### config.mk
export PLATFORM = sky130hd
export DESIGN_NAME = uart_rx_frontend
export DESIGN_NICKNAME = d
export VERILOG_FILES = /design/src/rtl/uart_rx_frontend.sv
export SDC_FILE = /design/constraint.sdc
export NUM_CORES = 1
export LEC_CHECK = 0
export CORE_ASPECT_RATIO = 0.9
export CORE_MARGIN = 2
export CORE_UTILIZATION = 58
export CTS_CLUSTER_DIAMETER = 50
export DETAILED_ROUTE_END_ITERATION = 16
export GPL_ROUTABILITY_DRIVEN = 0
export PLACE_DENSITY_LB_ADDON = 0.25
export REMOVE_ABC_BUFFERS = 1
export SETUP_SLACK_MARGIN = 0.3
export SLEW_MARGIN = 20
export SYNTH_ARGS = -nofsm -noshare
export SYNTH_HDL_FRONTEND = slang
export SYNTH_SLANG_ARGS = --single-unit
### constraint.sdc
create_clock -name clk -period 2.3 [get_ports clk]
set_input_delay 0.46 -clock clk [delete_from_list [all_inputs] [get_ports clk]]
set_output_delay 0.46 -clock clk [all_outputs]
set_load 0.01 [all_outputs]
### src/rtl/uart_rx_frontend.sv
// Oversampling UART receiver: 16x s_tick, mid-bit sampling, glitch-rejecting start detect.
// Optional parity stage compiled in with `define UART_RX_PARITY_EN.
module uart_rx_frontend #(
    parameter int unsigned DBIT       = 8,
    parameter int unsigned SB_TICK    = 16,
    parameter int unsigned PARITY_ODD = 0
) (
    input  logic            clk,
    input  logic            reset,
    input  logic            rx,
    input  logic            s_tick,
    output logic            rx_done_tick,
    output logic [DBIT-1:0] dout,
    output logic            frame_err,
    output logic            parity_err
);

    localparam int unsigned SW = (SB_TICK > 16) ? 5 : 4;
    localparam int unsigned NW = (DBIT > 1) ? $clog2(DBIT) : 1;

    localparam logic [SW-1:0] S_HALF = SW'(7);
    localparam logic [SW-1:0] S_BIT  = SW'(15);
    localparam logic [SW-1:0] S_STOP = SW'(SB_TICK - 1);
    localparam logic [NW-1:0] N_LAST = NW'(DBIT - 1);

    typedef enum logic [2:0] {
        IDLE,
        START,
        DATA,
`ifdef UART_RX_PARITY_EN
        PARITY,
`endif
        STOP
    } state_t;

    logic            rx_meta;
    logic            rxs;
    logic            rx_prev;

    state_t          state;
    state_t          state_nx;
    logic [SW-1:0]   s_cnt;
    logic [SW-1:0]   s_cnt_nx;
    logic [NW-1:0]   n_cnt;
    logic [NW-1:0]   n_cnt_nx;
    logic [DBIT-1:0] b_reg;
    logic [DBIT-1:0] b_nx;
    logic [DBIT-1:0] dout_nx;
    logic            frame_err_nx;
    logic            done_nx;

`ifdef UART_RX_PARITY_EN
    localparam logic PAR_SENSE = (PARITY_ODD != 0);

    logic par_bad;
    logic par_bad_nx;
    logic parity_err_nx;
`endif

    // Two-flop synchroniser plus previous-value register for falling-edge detect.
    always_ff @(posedge clk) begin
        if (reset) begin
            rx_meta <= 1'b1;
            rxs     <= 1'b1;
            rx_prev <= 1'b1;
        end else begin
            rx_meta <= rx;
            rxs     <= rx_meta;
            rx_prev <= rxs;
        end
    end

    // Frame state and output registers.
    always_ff @(posedge clk) begin
        if (reset) begin
            state        <= IDLE;
            s_cnt        <= '0;
            n_cnt        <= '0;
            b_reg        <= '0;
            dout         <= '0;
            frame_err    <= 1'b0;
            rx_done_tick <= 1'b0;
`ifdef UART_RX_PARITY_EN
            par_bad      <= 1'b0;
            parity_err   <= 1'b0;
`endif
        end else begin
            state        <= state_nx;
            s_cnt        <= s_cnt_nx;
            n_cnt        <= n_cnt_nx;
            b_reg        <= b_nx;
            dout         <= dout_nx;
            frame_err    <= frame_err_nx;
            rx_done_tick <= done_nx;
`ifdef UART_RX_PARITY_EN
            par_bad      <= par_bad_nx;
            parity_err   <= parity_err_nx;
`endif
        end
    end

    // Next-state and datapath updates; counters only move on s_tick.
    always_comb begin
        state_nx      = state;
        s_cnt_nx      = s_cnt;
        n_cnt_nx      = n_cnt;
        b_nx          = b_reg;
        dout_nx       = dout;
        frame_err_nx  = frame_err;
        done_nx       = 1'b0;
`ifdef UART_RX_PARITY_EN
        par_bad_nx    = par_bad;
        parity_err_nx = parity_err;
`endif

        case (state)
            IDLE: begin
                if (rx_prev && !rxs) begin
                    s_cnt_nx = '0;
                    state_nx = START;
                end
            end

            START: begin
                if (s_tick) begin
                    if (s_cnt == S_HALF) begin
                        if (!rxs) begin
                            state_nx = DATA;
                            s_cnt_nx = '0;
                            n_cnt_nx = '0;
                        end else begin
                            state_nx = IDLE;
                        end
                    end else begin
                        s_cnt_nx = s_cnt + SW'(1);
                    end
                end
            end

            DATA: begin
                if (s_tick) begin
                    if (s_cnt == S_BIT) begin
                        b_nx     = {rxs, b_reg[DBIT-1:1]};
                        s_cnt_nx = '0;
                        if (n_cnt == N_LAST) begin
`ifdef UART_RX_PARITY_EN
                            state_nx = PARITY;
`else
                            state_nx = STOP;
`endif
                        end else begin
                            n_cnt_nx = n_cnt + NW'(1);
                        end
                    end else begin
                        s_cnt_nx = s_cnt + SW'(1);
                    end
                end
            end

`ifdef UART_RX_PARITY_EN
            PARITY: begin
                if (s_tick) begin
                    if (s_cnt == S_BIT) begin
                        par_bad_nx = (^b_reg) ^ rxs ^ PAR_SENSE;
                        s_cnt_nx   = '0;
                        state_nx   = STOP;
                    end else begin
                        s_cnt_nx = s_cnt + SW'(1);
                    end
                end
            end
`endif

            STOP: begin
                if (s_tick) begin
                    if (s_cnt == S_STOP) begin
                        dout_nx       = b_reg;
                        frame_err_nx  = ~rxs;
`ifdef UART_RX_PARITY_EN
                        parity_err_nx = par_bad;
`endif
                        done_nx       = 1'b1;
                        state_nx      = IDLE;
                    end else begin
                        s_cnt_nx = s_cnt + SW'(1);
                    end
                end
            end

            default: begin
                state_nx = IDLE;
            end
        endcase
    end

`ifndef UART_RX_PARITY_EN
    // Parity sense has no effect without the parity stage.
    if (PARITY_ODD > 1) begin : g_parity_odd_range
    end

    assign parity_err = 1'b0;
`endif

endmodule

==> metrics, run 1 <==
status finished clean; CTS resizes 0; final design utilization 70.8%; largest net degree at the start of global routing 13; fmax 0.551 GHz; Yosys warnings 0; Post CTS Setup Buffer Count 0; Hold Path Class flop to flop; Layout Nets 160; vias per cell 5.61; H-Tree Depth 2; global route overflow 0; Critical Path Sink Type flop; RSZ-0062 raised after global routing no; share of cells above drive strength 1 13.6%; switching share of power 23.1%; Commonest cells post-synth dfxtp_1, mux2i_1, nor2_1, or2_2; Root Buffer clkbuf_4; vias post-DR 1,015; CP arrival 2040 ps; clock power share 36.1%; fin area 0.00155 sq mm; number of distinct library cells after synthesis 35; combinational cell fraction of total power 4.9%; period utilization 79.0%; drt wl/cell 13.5 um; Seq pwr share 59.0%; EDFF count, synth 0; GRT Util Overall 22.2%; post-synth top area share 44.7%; die width 54.8 um; minimum clock period 1820 ps; worst path bufs/invs 0; Worst-path clk slew 90 ps; dominant synthesized flop cell dfxtp_1; CTS Sinks 30; net switching power 0.000208 W; DP Area 0.00149 sq mm; Leak 0.605 nW; Setup CP Type flop to flop; Post-DRT Antenna Nets 0; worst-skew pair later-pin latency 330 ps; I/O pins 15; CTS buffer count 5; Crit path max-delay family simple AND/OR/NAND/NOR gates; leading area contributor after synthesis dfxtp_1; slowest CP cell dfxtp_1; Final HPWL DP 1.77 mm; Initial Util 61.6%; syn_area_per_cell 9.82 sq um; ranking of synthesized cells by area dfxtp_1, mux2i_1, nor2_1; most common cell in the netlist dfxtp_1; Cells after Synth 137; first-pass GRT wire length 4.24 mm; Overall Power 0.000900 W; Core ar. 0.00218 sq mm; initial antenna violation count 0; Max Fanout on Critical Path 12; vias in the first global route 992; Final Max Slew Viols 0; initial drt markers 32; Site Rows 16; Internal 0.000692 W; maxcap violations 0; Pre-antenna DRT Iters 4; area grow syn2layout 14.9%; Final Hold Viols 0; CTS tree yes; Setup WS post-layout 484 ps; #FFs+latches synth 30; I/O Buffers 13; setup TNS 0 ps; CP Launch Type flop; drt drc 0; Peak VDD IR 0.541 mV; crit path cell chain and2_1 > and4b_1 > mux2i_1 > nor2_1; clk buf depth 2; total die area 0.00272 sq mm; Async S/R FF share, synth 0%; max incr delay on CP 620 ps; power per cell area 582 mW/mm^2; Die Ht 49.7 um; Worst Skew 8.99 ps; ANT cells 0; Placement Setup Slack 315 ps; Req. time, crit path 2520 ps; Hold Buf Count CTS 0; sequential-to-total area share from yosys stat 44.7%; final setup violation count 0; mapped cell area 0.00135 sq mm; drt total wl 2.45 mm
==> cell families (layout without fill, tap and decap cells) <==
group	after synthesis	count (layout)	share of synthesized area, %
other cells	1	1	0.279
fa+ha+maj	3	3	2.79
simple gates	51	51	21.0
mux	21	21	15.6
compound gates	19	19	9.77
buf+inv	10	27	4.56
flops	30	30	44.7
xor+xnor	2	2	1.30
==> area by class of cell <==
| cell class | instances | area [sq um] |
|---|---|---|
| Fill cell | 181 | 637 |
| Clock inverter | 1 | 5.00 |
| Timing Repair Buffer | 17 | 160 |
| Clock buffer | 7 | 55.1 |
| Inverter | 2 | 7.51 |
| Tap cell | 27 | 33.8 |
| Sequential cell | 30 | 601 |
| Multi-Input combinational cell | 97 | 683 |
==> placed cells by master, fill, tap and decap left out, drive strengths merged, types with 3 or more instances in the layout <==
cell	netlist	final
nor3b	4	4
mux2i	21	21
ha	3	3
nand2b	4	4
nand3	4	4
dfxtp	30	30
nor2	21	21
nand2	4	4
o31ai	3	3
o21ai	3	3
clkdlybuf4s50	0	13
or2	5	5
buf	6	4
a21oi	5	5
clkbuf	2	7
==> power groups by stage <==
stage	Combinational (W)	Clock, W	Sequential [W]
after floorplan	0.0000221	0	0.000541
after global placement	0.0000428	0	0.000543
after detailed placement	0.0000440	0	0.000543
after CTS	0.0000443	0.000334	0.000531
after global routing	0.0000486	0.000358	0.000532
final	0.0000442	0.000325	0.000531
==> worst paths after layout <==
path | end | slack (ps) | cells past startpoint | start
max | b_reg[2]$_SDFFE_PP0P_ | 480 | 4 | state[1]$_SDFFE_PP0P_
min | rxs$_SDFF_PP1_ | 420 | 1 | rx_meta$_SDFF_PP1_
max reg2reg | b_reg[2]$_SDFFE_PP0P_ | 480 | 4 | state[1]$_SDFFE_PP0P_
min reg2reg | rxs$_SDFF_PP1_ | 420 | 1 | rx_meta$_SDFF_PP1_
==> worst register-to-register path, stage by stage (launching register included) <==
cell	delay, ps
dfxtp_1	620
and2_1	270
and4b_1	520
mux2i_1	240
nor2_1	60
==> per-layer routing <==
metal / GRT usage (%) / wire length (um) / share of wire (%)
met4: 8.75 / 46 / 1.9
met2: 35.3 / 1160 / 47
met3: 9.09 / 111 / 4.5
met5: 0 / 0 / 0
met1: 25.9 / 1130 / 46
==> stage by stage <==
stage	hold slack [ps]	instances
floorplan	389	129
global placement	396	173
detailed placement	400	173
CTS	422	181
global route	434	181
finish	417	181
Note: power is estimated with default switching activity, not from simulation.
==> run 2: changes to the inputs <==
--- a/config.mk
+++ b/config.mk
@@ -7,7 +7,7 @@
 export LEC_CHECK = 0
 export CORE_ASPECT_RATIO = 0.9
 export CORE_MARGIN = 2
-export CORE_UTILIZATION = 58
+export CORE_UTILIZATION = 54
 export CTS_CLUSTER_DIAMETER = 50
 export DETAILED_ROUTE_END_ITERATION = 16
 export GPL_ROUTABILITY_DRIVEN = 0
==> constraint.sdc (replaced) <==
create_clock -name clk -period 1.8 [get_ports clk]
set_input_delay 0.36 -clock clk [delete_from_list [all_inputs] [get_ports clk]]
set_output_delay 0.36 -clock clk [all_outputs]
set_load 0.01 [all_outputs]
==> metrics, run 2 (synthesis results as in run 1) <==
metal3 WL 88 um (-21%); initial antenna violation count 0 (unchanged); global route overflow 0 (unchanged); crit path cell chain nor4b_4 > a21oi_2 > or3_1 > a211oi_2; CTS Sinks 30 (unchanged); final design utilization 69.1% (-1.7 points); first-pass GRT wire length 4.06 mm (-4.4%); vias in the first global route 932 (-6.0%); H-Tree Depth 2 (unchanged); Pre-antenna DRT Iters 4 (unchanged); slowest CP cell nor4b_4; total die area 0.00291 sq mm (+6.8%); highest routed layer met4; CP Launch Type flop; Final HPWL DP 1.67 mm (-5.4%); most common cell after layout, fill and taps aside dfxtp_1; ANT cells 0 (unchanged); Critical Path Sink Type flop; I/O Buffers 13 (unchanged); worst-skew pair later-pin latency 310 ps (-20 ps); DRT met1 WL 1.17 mm (+3.6%); Setup crit start state[0]$_SDFFE_PP0P_; clk buf depth 2 (unchanged); RSZ-0062 raised after global routing yes; CTS tree yes; drt total wl 2.36 mm (-3.8%); vias per cell 5.33 (-5.0%); CP arrival 1700 ps (-340 ps); Worst Skew 2.13 ps (-6.86 ps); Hold Path Class flop to flop; period utilization 80.6% (+1.7 points); drt wl/cell 12.3 um (-8.8%); most frequent cells in the layout dfxtp_1, mux2i_1, nor2_1; share of cells above drive strength 1 25.8% (+12 points); status finished clean; max incr delay on CP 380 ps (-240 ps); Placement Setup Slack 81.6 ps (-233 ps); fmax 0.689 GHz (+25%); Leak 0.710 nW (+18%); Post-DRT Antenna Nets 0 (unchanged); Initial Util 56.0% (-5.7 points); Site Rows 17 (+1); worst path bufs/invs 0 (unchanged); final setup violation count 0 (unchanged); vias post-DR 1,018 (+0.30%); minimum clock period 1450 ps (-365 ps); area grow syn2layout 23.5%; HP Start rx_meta$_SDFF_PP1_; Setup WS post-layout 349 ps (-135 ps); Core ar. 0.00240 sq mm (+10%); I/O pins 15 (unchanged); Max Fanout on Critical Path 5 (-7); drt drc 0 (unchanged); CTS buffer count 5 (unchanged); Worst-path clk slew 90 ps (about the same); Final Max Slew Viols 0 (unchanged); Crit path max-delay family simple AND/OR/NAND/NOR gates; largest net degree at the start of global routing 15 (+2); Peak VDD IR 0.599 mV (+11%); Final Hold Viols 0 (unchanged); die width 56.6 um (+3.4%); GRT Util Overall 18.3% (-3.9 points); power per cell area 694 mW/mm^2 (+19%); Req. time, crit path 2040 ps (-480 ps); DR WL met2 1.08 mm (-7.6%); maxcap violations 0 (unchanged); initial drt markers 21 (-34%); Hold Buf Count CTS 0 (unchanged); setup TNS 0 ps (unchanged); Die Ht 51.3 um (+3.3%); Root Buffer clkbuf_4; Setup CP Type flop to flop; Layout Nets 169 (+5.6%); origin of the critical flop-to-flop path state[0]$_SDFFE_PP0P_
run 2: worst paths after layout:
check                           to  slack, ps  cells past startpoint
max          s_cnt[2]$_SDFFE_PP0P_        350                      4
min                 rxs$_SDFF_PP1_        410                      1
max reg2reg  s_cnt[2]$_SDFFE_PP0P_        350                      4
min reg2reg         rxs$_SDFF_PP1_        410                      1
run 2: metrics by stage:
stage / hold WS [ps] / power [W] / std cells / instance area, sq um
after floorplan: 389 / 0.000720 / 129 / 1290
after global placement: 393 / 0.000748 / 177 / 1520
after detailed placement: 394 / 0.000750 / 177 / 1520
after CTS: 417 / 0.00116 / 186 / 1590
after global routing: 433 / 0.00120 / 191 / 1660
final: 414 / 0.00115 / 191 / 1660
run 2: repair_timing:
action / CTS / global route
buffers inserted: 1 / 5
endpoints found under the setup margin: 33 / 23
pin swaps: 2 / 1
resized for setup: 15 / 12
gates cloned: 0 / 0
run 2: worst register-to-register path: cells and delay by family, from the launching register on:
family,cells,cell delay (ps)
AO/OA/AOI/OAI,2,310
flip-flops,1,360
AND/OR/NAND/NOR,2,720
run 2: area by class of cell:
| type | count | area, sq um |
|---|---|---|
| fillers | 197 | 742 |
| multi-input cells | 97 | 716 |
| flip-flops and latches | 30 | 616 |
| repair buffers | 26 | 228 |
| clock buffers | 7 | 55.1 |
| well taps | 28 | 35.0 |
| inverters | 2 | 7.51 |
| clock inverters | 1 | 5.00 |
run 2: report_power, final:
group | switching [W] | internal (W)
Clock | 0.000218 | 0.000189
Sequential | 0.00000468 | 0.000666
Combinational | 0.0000395 | 0.0000351
run 2: metal layers:
metal	global-route usage, %	vias up
met2	27.7	18
met3	6.08	5
met1	24.0	466
li1	-	529
met4	7.14	0
met5	0	-
